===== config.mk =====
export PLATFORM = sky130hd
export DESIGN_NAME = zeroheti_dmem_arbiter
export DESIGN_NICKNAME = d
export VERILOG_FILES = /design/src/rtl/zeroheti_dmem_arbiter.sv
export SDC_FILE = /design/constraint.sdc
export NUM_CORES = 1
export LEC_CHECK = 0
export ABC_AREA = 1
export CORE_AREA = 2 2 100 102
export DETAILED_ROUTE_END_ITERATION = 10
export DIE_AREA = 0 0 102 104
export HOLD_SLACK_MARGIN = 0.12
export PLACE_DENSITY = 0.7
export SLEW_MARGIN = 20
export SYNTH_ARGS = -nofsm -noshare
export SYNTH_HDL_FRONTEND = slang
export SYNTH_SLANG_ARGS = --single-unit

===== constraint.sdc =====
create_clock -name clk_i -period 3.1 [get_ports clk_i]
set_clock_uncertainty 0.2 [all_clocks]
set_input_delay 0.31 -clock clk_i [delete_from_list [all_inputs] [get_ports clk_i]]
set_output_delay 0.31 -clock clk_i [all_outputs]
set_load 0.05 [all_outputs]

===== src/rtl/zeroheti_dmem_arbiter.sv =====
//==============================================================================
// Module      : zeroheti_dmem_arbiter
// Description : Round-robin arbiter sharing the single-port DMEM SRAM between
//               bus requesters, with address decode and error responses.
// Revision    : 1.0 - initial release
//==============================================================================
`default_nettype none

module zeroheti_dmem_arbiter #(
    parameter int          NUM_REQ   = 2,
    parameter logic [31:0] ADDR_BASE = 32'h0000_5000,
    parameter logic [31:0] ADDR_LAST = 32'h0000_9000,
    parameter int          MEM_AW    = $clog2((ADDR_LAST - ADDR_BASE) / 4)
) (
    input  logic                      clk_i,
    input  logic                      rst_i,
    input  logic [NUM_REQ-1:0]        req_i,
    input  logic [NUM_REQ-1:0]        we_i,
    input  logic [NUM_REQ-1:0][31:0]  addr_i,
    input  logic [NUM_REQ-1:0][3:0]   be_i,
    input  logic [NUM_REQ-1:0][31:0]  wdata_i,
    output logic [NUM_REQ-1:0]        gnt_o,
    output logic [NUM_REQ-1:0]        rvalid_o,
    output logic [31:0]               rdata_o,
    output logic                      err_o,
    output logic                      mem_req_o,
    output logic                      mem_we_o,
    output logic [MEM_AW-1:0]         mem_addr_o,
    output logic [3:0]                mem_be_o,
    output logic [31:0]               mem_wdata_o,
    input  logic [31:0]               mem_rdata_i
);

    localparam int c_PW = (NUM_REQ > 1) ? $clog2(NUM_REQ) : 1;

    logic [c_PW-1:0] r_prio;
    logic            r_rsp_valid;
    logic [c_PW-1:0] r_rsp_id;
    logic            r_rsp_err;
    logic            r_rsp_we;

    logic            w_found;
    logic [c_PW-1:0] w_winner;
    logic [c_PW-1:0] w_prio_next;
    logic [31:0]     w_addr;
    logic            w_in_range;
    logic            w_mem_req;
    logic            w_rsp_live;

    // Scan from the priority pointer upward, wrapping; reset masks every grant.
    always_comb begin
        w_found  = 1'b0;
        w_winner = '0;
        for (int i = 0; i < NUM_REQ; i++) begin
            if (!w_found && req_i[(int'(r_prio) + i) % NUM_REQ]) begin
                w_found  = 1'b1;
                w_winner = c_PW'((int'(r_prio) + i) % NUM_REQ);
            end
        end
        if (rst_i) begin
            w_found = 1'b0;
        end
    end

    always_comb begin
        gnt_o = '0;
        if (w_found) begin
            gnt_o[w_winner] = 1'b1;
        end
    end

    assign w_prio_next = (w_winner == c_PW'(NUM_REQ - 1)) ? '0 : w_winner + c_PW'(1);

    assign w_addr     = addr_i[w_winner];
    assign w_in_range = (w_addr >= ADDR_BASE) && (w_addr < ADDR_LAST);
    assign w_mem_req  = w_found && w_in_range;

    // ADDR_BASE is word aligned, so the word index needs only the upper bits.
    always_comb begin
        mem_req_o   = w_mem_req;
        mem_we_o    = 1'b0;
        mem_addr_o  = '0;
        mem_be_o    = '0;
        mem_wdata_o = '0;
        if (w_mem_req) begin
            mem_we_o    = we_i[w_winner];
            mem_addr_o  = w_addr[MEM_AW+1:2] - ADDR_BASE[MEM_AW+1:2];
            mem_be_o    = be_i[w_winner];
            mem_wdata_o = wdata_i[w_winner];
        end
    end

    always_ff @(posedge clk_i) begin
        if (rst_i) begin
            r_prio      <= '0;
            r_rsp_valid <= 1'b0;
            r_rsp_id    <= '0;
            r_rsp_err   <= 1'b0;
            r_rsp_we    <= 1'b0;
        end else begin
            r_rsp_valid <= w_found;
            r_rsp_id    <= w_winner;
            r_rsp_err   <= !w_in_range;
            r_rsp_we    <= we_i[w_winner];
            if (w_found) begin
                r_prio <= w_prio_next;
            end
        end
    end

    // A response registered just before reset is suppressed while reset is held.
    assign w_rsp_live = r_rsp_valid && !rst_i;

    always_comb begin
        rvalid_o = '0;
        if (w_rsp_live) begin
            rvalid_o[r_rsp_id] = 1'b1;
        end
    end

    assign err_o   = w_rsp_live && r_rsp_err;
    assign rdata_o = (w_rsp_live && !r_rsp_err && !r_rsp_we) ? mem_rdata_i : 32'h0;

endmodule

`default_nettype wire


# == After elaboration in Yosys (flattened, before gate mapping) ==
# Cells that the tools add are included.
# word_totals
output_inout_bits,87
word_cells,61
reg_bits,5
# op_classes
n_addsub,3
n_bitwise,1
n_mux,30
magnitude_cmp,8
n_reduce_logical,14
# op_table
operator,n
32-bit 2-to-1 mux,6
32-bit by 15-bit >= comparator with 1-bit output (second input constant),1
32-bit by 16-bit less-than comparator with 1-bit output (second input constant),1
1-bit 2-to-1 mux,16
12-bit 2-to-1 mux,1
4-bit 2-to-1 mux,3
12-bit by 11-bit subtractor with 12-bit output (second input constant),1
1-bit logical AND,9
1-bit by 2-bit less-than comparator with 1-bit output (second input constant),3
1-bit logical NOT,5
2-bit 2-to-1 mux,2
2-bit by 3-bit less-than comparator with 1-bit output (second input constant),1
1-bit adder (second input constant),2
1-bit demux with 1-bit select,2
1-bit >= comparator (second input constant),2
1-bit AND (first input constant),1

# == Longest topological paths before layout ==
# Gate-level depths: netlist (run 1).
# depth
ltp_word,13
mapped_depth,15

# == Least setup slack after synthesis (run 1) ==
# OpenSTA, ideal clock, no wires.
# synth_timing
kind,reg-to-output
startpoint,register r_prio
endpoint,output mem_wdata_o[10]
path_slack_ps,36
arrival_ps,2554
path_stages_with_launch,15
path_cell_list,dfxtp_1 inv_1 nand2_2 nand2_1 buf_2 buf_1 mux2i_1 ha_1 nand2_1 nor2_1 nand2_1 nand2_2 nand3_4 buf_6 nor2_1
# synth_via
elab_chain_cells,12
# synth_lines
element,line,text
start: declaration,36,logic [c_PW-1:0] r_prio;
start signal: assignment,106,r_prio <= w_prio_next;
1-bit adder or 1-bit 2-to-1 mux (tied branches),"55, 57",
1-bit 2-to-1 mux (not written as such) (2 in series),55,if (!w_found && req_i[(int'(r_prio) + i) % NUM_REQ]) begin
1-bit 2-to-1 mux (not written as such) or 1-bit logical NOT (tied branches),55,
1-bit logical AND,55,
1-bit 2-to-1 mux,55,
32-bit 2-to-1 mux (not written as such) (2 in series),74,assign w_addr = addr_i[w_winner];
32-bit by 15-bit >= comparator with 1-bit output or 32-bit by 16-bit less-than comparator with 1-bit output (tied branches),75,assign w_in_range = (w_addr >= ADDR_BASE) && (w_addr < ADDR_LAST);
1-bit logical AND,75,
1-bit logical AND,76,assign w_mem_req = w_found && w_in_range;
32-bit 2-to-1 mux *,85,if (w_mem_req) begin
end: declaration,30,"output logic [31:0] mem_wdata_o,"
# Every way passes the cells marked *; elsewhere a longest branch is shown, timed or not. The select of a mux whose other input is x is not followed.

# == Worst setup path in the final report (run 1) ==
# layout_timing
startpoint,input req_i[0]
endpoint,output mem_wdata_o[24]
# layout_via
elab_chain_cells,12
# layout_lines
element,line,text
start: declaration,17,"input logic [NUM_REQ-1:0] req_i,"
1-bit 2-to-1 mux (not written as such) (2 in series),55,
1-bit 2-to-1 mux,55,
1-bit logical NOT,55,
1-bit logical AND,55,
1-bit 2-to-1 mux,55,
32-bit 2-to-1 mux (not written as such) (2 in series),74,
32-bit by 15-bit >= comparator with 1-bit output or 32-bit by 16-bit less-than comparator with 1-bit output (tied branches),75,
1-bit logical AND,75,
1-bit logical AND,76,
32-bit 2-to-1 mux *,85,
# Marked as above.

==> flow_summary.ini, run 1 <==
[route]
first_iter_violations = 77
via_per_inst = 4.053
wire_per_inst_um = 12.36
num_vias = 3230
wl_mm = 9.848
drc = 0
ant_nets = 0
drt_first_pass_iters = 6

[grt]
grt_use_met3_pct = 4.704
grtUsageMet2_pct = 34.45
antenna_found_initial = 0
grt_use_met1_pct = 17.56
grt_busiest_layer = met2
overflow = 0
grt_pass1_vias = 3218
grt_usage_pct = 17.44
grt_max_degree = 41
grt_first_pass_wirelength_mm = 15.01

[place]
post-dp-hpwl_mm = 8.775
dp_worst_setup_slack_ns = -0.1631
port_buffers = 260
place.gp.congestion = 0.8846

[synthesis]
synth_enable_flop_cells = 0
synthesis.area_um2 = 1838
yosysSeqAreaShare_pct = 5.446
synth_ff_type = dfxtp_1
synth_nets = 585
synth.avg_cell_area_um2 = 4.494
synth_cell_types = 22
ys_ff_latch = 5
syn_inst = 409
postSynth.asyncResetShare_pct = 0
ys_warn_count = 0

[sta]
slew_headroom_pct = 64.07
setup_tns_ns = 0
tightest_slew_ns = 0.5372
hold_ws_ns = 0.3069
min_period_ns = 3.004
max_freq_mhz = 332.9
finalWorstSetupSlack_ns = 0.09596
fin_crit_sh_pct = 96.90
slew_violations = 0
timing.final.setup_violations = 0
hold_violations = 0
rsz0062_at_grt = true

[floorplanning]
die_h_um = 104
die_width_um = 102
io_pins = 261
core.rowCount = 36
initial_core_util_pct = 19.25
coreArea_um2 = 9549
dieArea_um2 = 10610

[power]
powerDensity_nw_per_um2 = 125.5
p_leak_nw = 2.693
ir_worst_vdd_uv = 107.1

[setup_path]
startpoint_type = primary input
critPathRequiredTime_ns = 2.59
cp-end-kind = output port
crit_path_max_fanout = 40
crit_arrival_ns = 2.49
critPathKind = primary input to output port

[worst_hold_path]
min_path_type = flop to flop

[run]
maxCapViolations = 0

[clock_network]
cts_tree = built
clkTransAtPathRegs_ns = 0.04
ctsHoldBuffers = 0
clk-insertion-delay-late_ns = 0.22
htree_levels = 1
clk_path_buf_depth = 2
numCtsBuffers = 3
root_buffer = clkbuf_8
cts.sinks = 5

[cells_and_area]
layout_commonest_cell = clkdlybuf4s50_1
syn_to_final_growth_pct = 200.8
nNetsFinal = 841
diodes = 0
drive_gt1_share_pct = 23.19
fin_util_pct = 57.90
layout_common_cells = clkdlybuf4s50_1, nand2_1, inv_1

[run_status]
outcome = finished, final reports clean
[registers in the layout (all words and copies together) (netlist names)]
name,flops
r_rsp_id,1
r_rsp_err,1
r_rsp_valid,1
r_rsp_we,1
r_prio,1
[final timing paths]
path / from / to / slack (ns) / depth (start not counted)
min: r_prio / r_prio / 0.31 / 2
max: req_i[0] / mem_wdata_o[24] / 0.1 / 13
min reg2reg: r_prio / r_prio / 0.31 / 2
max reg2reg: r_prio / r_rsp_err / 1.37 / 10
[area by class of cell]
type | count | area (um^2)
fillers | 861 | 4020
flip-flops and latches | 5 | 100.1
well taps | 133 | 166.4
inverters | 94 | 352.8
repair buffers | 271 | 3526
clock buffers | 4 | 45.04
multi-input cells | 290 | 1339
[worst max-delay path, stage by stage]
cell and delay [ns]:
clkdlybuf4s50_1 0.51, nand2_2 0.09, nand2_4 0.11, mux2i_1 0.28, ha_1 0.20, nand2_1 0.06, nor2_1 0.11, nand2_1 0.07
nand2_2 0.09, nand3_4 0.08, buf_12 0.19, nor2_2 0.18, buf_12 0.16
[per-layer routing]
layer	vias to the layer above	share of wire (%)	wire, um
li1	1659	-	-
met1	1378	33	3298
met5	-	0	0
met4	0	2.2	218
met3	16	10	1023
met2	177	54	5307
[through the flow]
step	cells	power [W]	cell area, um^2
3_5_place_dp	793	0.0005715	5405
4_1_cts	797	0.0006926	5466
6_report	797	0.0006940	5529
2_1_floorplan	409	0.0002639	1838
3_3_place_gp	793	0.0005627	5405
5_1_grt	797	0.0007462	5529
[kinds of logic (layout without fill, tap and decap cells)]
logic type               after synthesis  in the layout  synth area share, %
adder cells (fa/ha/maj)                2              2                1.361
flip-flops                             5              5                5.446
buffers and inverters                114            369                26.14
AND/OR/NAND/NOR                      280            280                63.99
multiplexers                           2              2                1.089
AO/OA/AOI/OAI                          6              6                1.974
[Yosys cell counts, types with 2 or more instances]
cell / n / area share [%]
buf_1: 2 / 0.41
buf_2: 6 / 1.6
buf_6: 6 / 3.7
clkbuf_1: 6 / 1.2
dfxtp_1: 5 / 5.4
ha_1: 2 / 1.4
inv_1: 93 / 19
mux2i_1: 2 / 1.1
nand2_1: 149 / 30
nand2_2: 2 / 0.68
nand3_1: 13 / 3.5
nor2_1: 78 / 16
nor2_2: 29 / 9.9
nor3_1: 3 / 0.82
nor4_1: 4 / 1.4
o21ai_0: 3 / 0.82
[report_power, final]
| group | internal (W) | switching (W) | total [W] |
|---|---|---|---|
| sequential | 0.0000688 | 0.00000142 | 0.0000703 |
| combinational | 0.000290 | 0.000217 | 0.000507 |
| clock | 0.0000880 | 0.0000291 | 0.000117 |
| total | 0.000446 | 0.000248 | 0.000694 |
[repair_timing]
action,CTS,global route
setup buffers,0,0
resized for setup,7,21
setup endpoints to repair,50,50
endpoints found under the hold margin,0,0
(Power assumes the default switching activity.)
==> inputs of run 2 (changes only) <==
--- a/config.mk
+++ b/config.mk
@@ -5,13 +5,14 @@
 export SDC_FILE = /design/constraint.sdc
 export NUM_CORES = 1
 export LEC_CHECK = 0
-export ABC_AREA = 1
 export CORE_AREA = 2 2 100 102
+export CTS_BUF_LIST = sky130_fd_sc_hd__clkbuf_8
 export DETAILED_ROUTE_END_ITERATION = 10
 export DIE_AREA = 0 0 102 104
 export HOLD_SLACK_MARGIN = 0.12
-export PLACE_DENSITY = 0.7
+export PLACE_DENSITY = 0.71
 export SLEW_MARGIN = 20
 export SYNTH_ARGS = -nofsm -noshare
 export SYNTH_HDL_FRONTEND = slang
 export SYNTH_SLANG_ARGS = --single-unit
+export TNS_END_PERCENT = 10
==> run 2 against run 1 <==
Net effect:
- first-iteration DRC count fell by 44%
- design area increased by 4.7%
- flip-flop and latch count unchanged
- sequential power grew 0.9%
- register-to-register slack got worse by 0.73 ns
- die area unchanged
- count of clock-buffer cells in the layout is 1 lower
- cell count shrank 24%
- combinational power increased by 13%
- power rose by 9.2%
- setup slack lost 0.066 ns
- fmax is 2.1% lower
- critical endpoint is now mem_addr_o[11]
- largest power group unchanged
==> flow_summary.ini, run 2 <==
[synthesis]
synth_nets = 383
postSynth.asyncResetShare_pct = 0
yosys-top-cells-area = mux2i_1, nor3_2, and2_1, buf_6, dfxtp_1
synth.top_cell.area_share_pct = 27.10
ys_top_cells_by_count = mux2i_1, nor3_2, and2_1, buf_6, nor4_1
synth_top_area_cell = mux2i_1
syn_inst = 207
yosysSeqAreaShare_pct = 5.420
synthMostInstantiatedCell = mux2i_1
ys_ff_latch = 5
synth.avg_cell_area_um2 = 8.922
synth_ff_type = dfxtp_1
ys_warn_count = 0
synth_cell_types = 27
synthesis.area_um2 = 1847
synth_enable_flop_cells = 0

[grt]
grt_first_pass_wirelength_mm = 14.85
overflow = 0
grt_usage_pct = 17.40
grt_pass1_vias = 2849
grt_max_degree = 33
antenna_found_initial = 0

[route]
drt_first_pass_iters = 4
drc = 0
wire_per_inst_um = 15.99
first_iter_violations = 43
ant_nets = 0
wl_mm = 9.658
num_vias = 2635
via_per_inst = 4.363

[cells_and_area]
fin_area_um2 = 5788
nNetsFinal = 647
syn_to_final_growth_pct = 213.4
drive_gt1_share_pct = 36.60
layout_commonest_cell = clkdlybuf4s50_1
instances_no_fill = 604
layout_common_cells = clkdlybuf4s50_1, buf_12, mux2i_1
fillers = 808

[run_status]
outcome = finished, final reports clean

[setup_path]
critPathRequiredTime_ns = 2.59
crit_chain = nand2b_4 -> nand2_4 -> mux2i_4 -> ha_2 -> nor4b_4 -> nand4_1 -> mux2_2 -> o211a_4 -> buf_6 -> nor3b_4 -> buf_12
crit_arrival_ns = 2.56
cpPeakStageDelay_ns = 0.30
cp_slowest_cell = dfxtp_1
critPathKind = flop to output port
startpoint_type = flop
cp-end-kind = output port
crit_path_max_fanout = 6

[floorplanning]
die_h_um = 104
core.rowCount = 36
coreArea_um2 = 9549
dieArea_um2 = 10610
io_pins = 261
initial_core_util_pct = 19.34
die_width_um = 102

[sta]
slew_headroom_pct = 63.58
fin_crit_sh_pct = 99.02
hold_ws_ns = 0.2793
min_period_ns = 3.070
setup_tns_ns = 0
hold_violations = 0
rsz0062_at_grt = true
timing.final.setup_violations = 0
slew_violations = 0
max_freq_mhz = 325.8
tightest_slew_ns = 0.5463

[clock_network]
cts.sinks = 5
clk-insertion-delay-late_ns = 0.21
clkTransAtPathRegs_ns = 0.03
numCtsBuffers = 3
htree_levels = 1
cts_tree = built
root_buffer = clkbuf_8
clk_path_buf_depth = 2

[place]
post-place-cells = 598
port_buffers = 260
dpl_cell_area_um2 = 5678
post-dp-hpwl_mm = 8.636
place.gp.congestion = 0.7584

[power]
p_leak_nw = 2.364
powerDensity_nw_per_um2 = 131.0
power_w = 0.0007581
ir_worst_vdd_uv = 154.0

[worst_hold_path]
min_path_type = flop to flop

[run]
maxCapViolations = 0
[run 2: cell type report]
class / count / area, um^2 / area share (%)
clock buffers: 3 / 41.29 / 0.7134
multi-input cells: 178 / 1932 / 33.38
diodes: 1 / 2.502 / 0.04323
flip-flops and latches: 5 / 100.1 / 1.729
clock inverters: 1 / 3.754 / 0.06485
well taps: 133 / 166.4 / 2.875
repair buffers: 279 / 3527 / 60.94
inverters: 4 / 15.01 / 0.2594
[run 2: per-stage QoR]
| stage | util [%] | worst slack, ns |
|---|---|---|
| 2_1_floorplan | - | -0.05612 |
| 3_3_place_gp | 59.46 | -0.1831 |
| 3_5_place_dp | 59.46 | -0.2778 |
| 4_1_cts | 60.02 | -0.006016 |
| 5_1_grt | 60.59 | -0.09588 |
| 6_report | 60.61 | 0.03028 |
[run 2: logic make-up after synthesis]
family	count (synthesis)	share of synthesized area, %
AND/OR/NAND/NOR	117	50.20
multiplexers	52	28.32
buffers and inverters	24	10.09
AO/OA/AOI/OAI	7	4.607
flip-flops	5	5.420
adder cells (fa/ha/maj)	2	1.355
[run 2: worst paths after layout]
kind / start / to / slack, ns / cells past startpoint
setup reg to reg: r_prio / r_rsp_err / 0.64 / 10
hold / removal: r_prio / r_prio / 0.28 / 2
hold reg to reg: r_prio / r_prio / 0.28 / 2
setup / recovery: r_prio / mem_addr_o[11] / 0.03 / 11
[run 2: power breakdown]
group	switching, W	internal [W]
sequential	0.00000200	0.0000689
clock	0.0000293	0.0000847
combinational	0.000253	0.000320
[run 2: metal layers]
layer  wire (um)  vias up  global-route usage [%]
met5           0        -                       0
met4          48        0                   2.190
met3         973        4                   5.242
met2        5410      144                   34.07
met1        3225     1197                   18.21
li1            -     1290                       -
[run 2: worst max-delay path: cells and delay by family (launching register included)]
kind	cells	cell delay (ns)
adder cells (fa/ha/maj)	1	0.21
AO/OA/AOI/OAI	1	0.19
buffers and inverters	2	0.32
AND/OR/NAND/NOR	5	0.78
flip-flops	1	0.30
multiplexers	2	0.54
[run 2: timing repair]
action / in CTS / in global routing
gates resized for setup: 3 / 10
hold endpoints to repair: 0 / 0
endpoints found under the setup margin: 50 / 50
setup buffers: 1 / 0
hold buffers: 0 / 0
pin swaps: 12 / 38
==> inputs of run 3 (changes only) <==
--- a/config.mk
+++ b/config.mk
@@ -5,6 +5,7 @@
 export SDC_FILE = /design/constraint.sdc
 export NUM_CORES = 1
 export LEC_CHECK = 0
+export ABC_CLOCK_PERIOD_IN_PS = 3100
 export CORE_AREA = 2 2 100 102
 export CTS_BUF_LIST = sky130_fd_sc_hd__clkbuf_8
 export DETAILED_ROUTE_END_ITERATION = 10
==> results of run 3 <==
No change in the layout: final DEF, timing and power equal those of run 2.
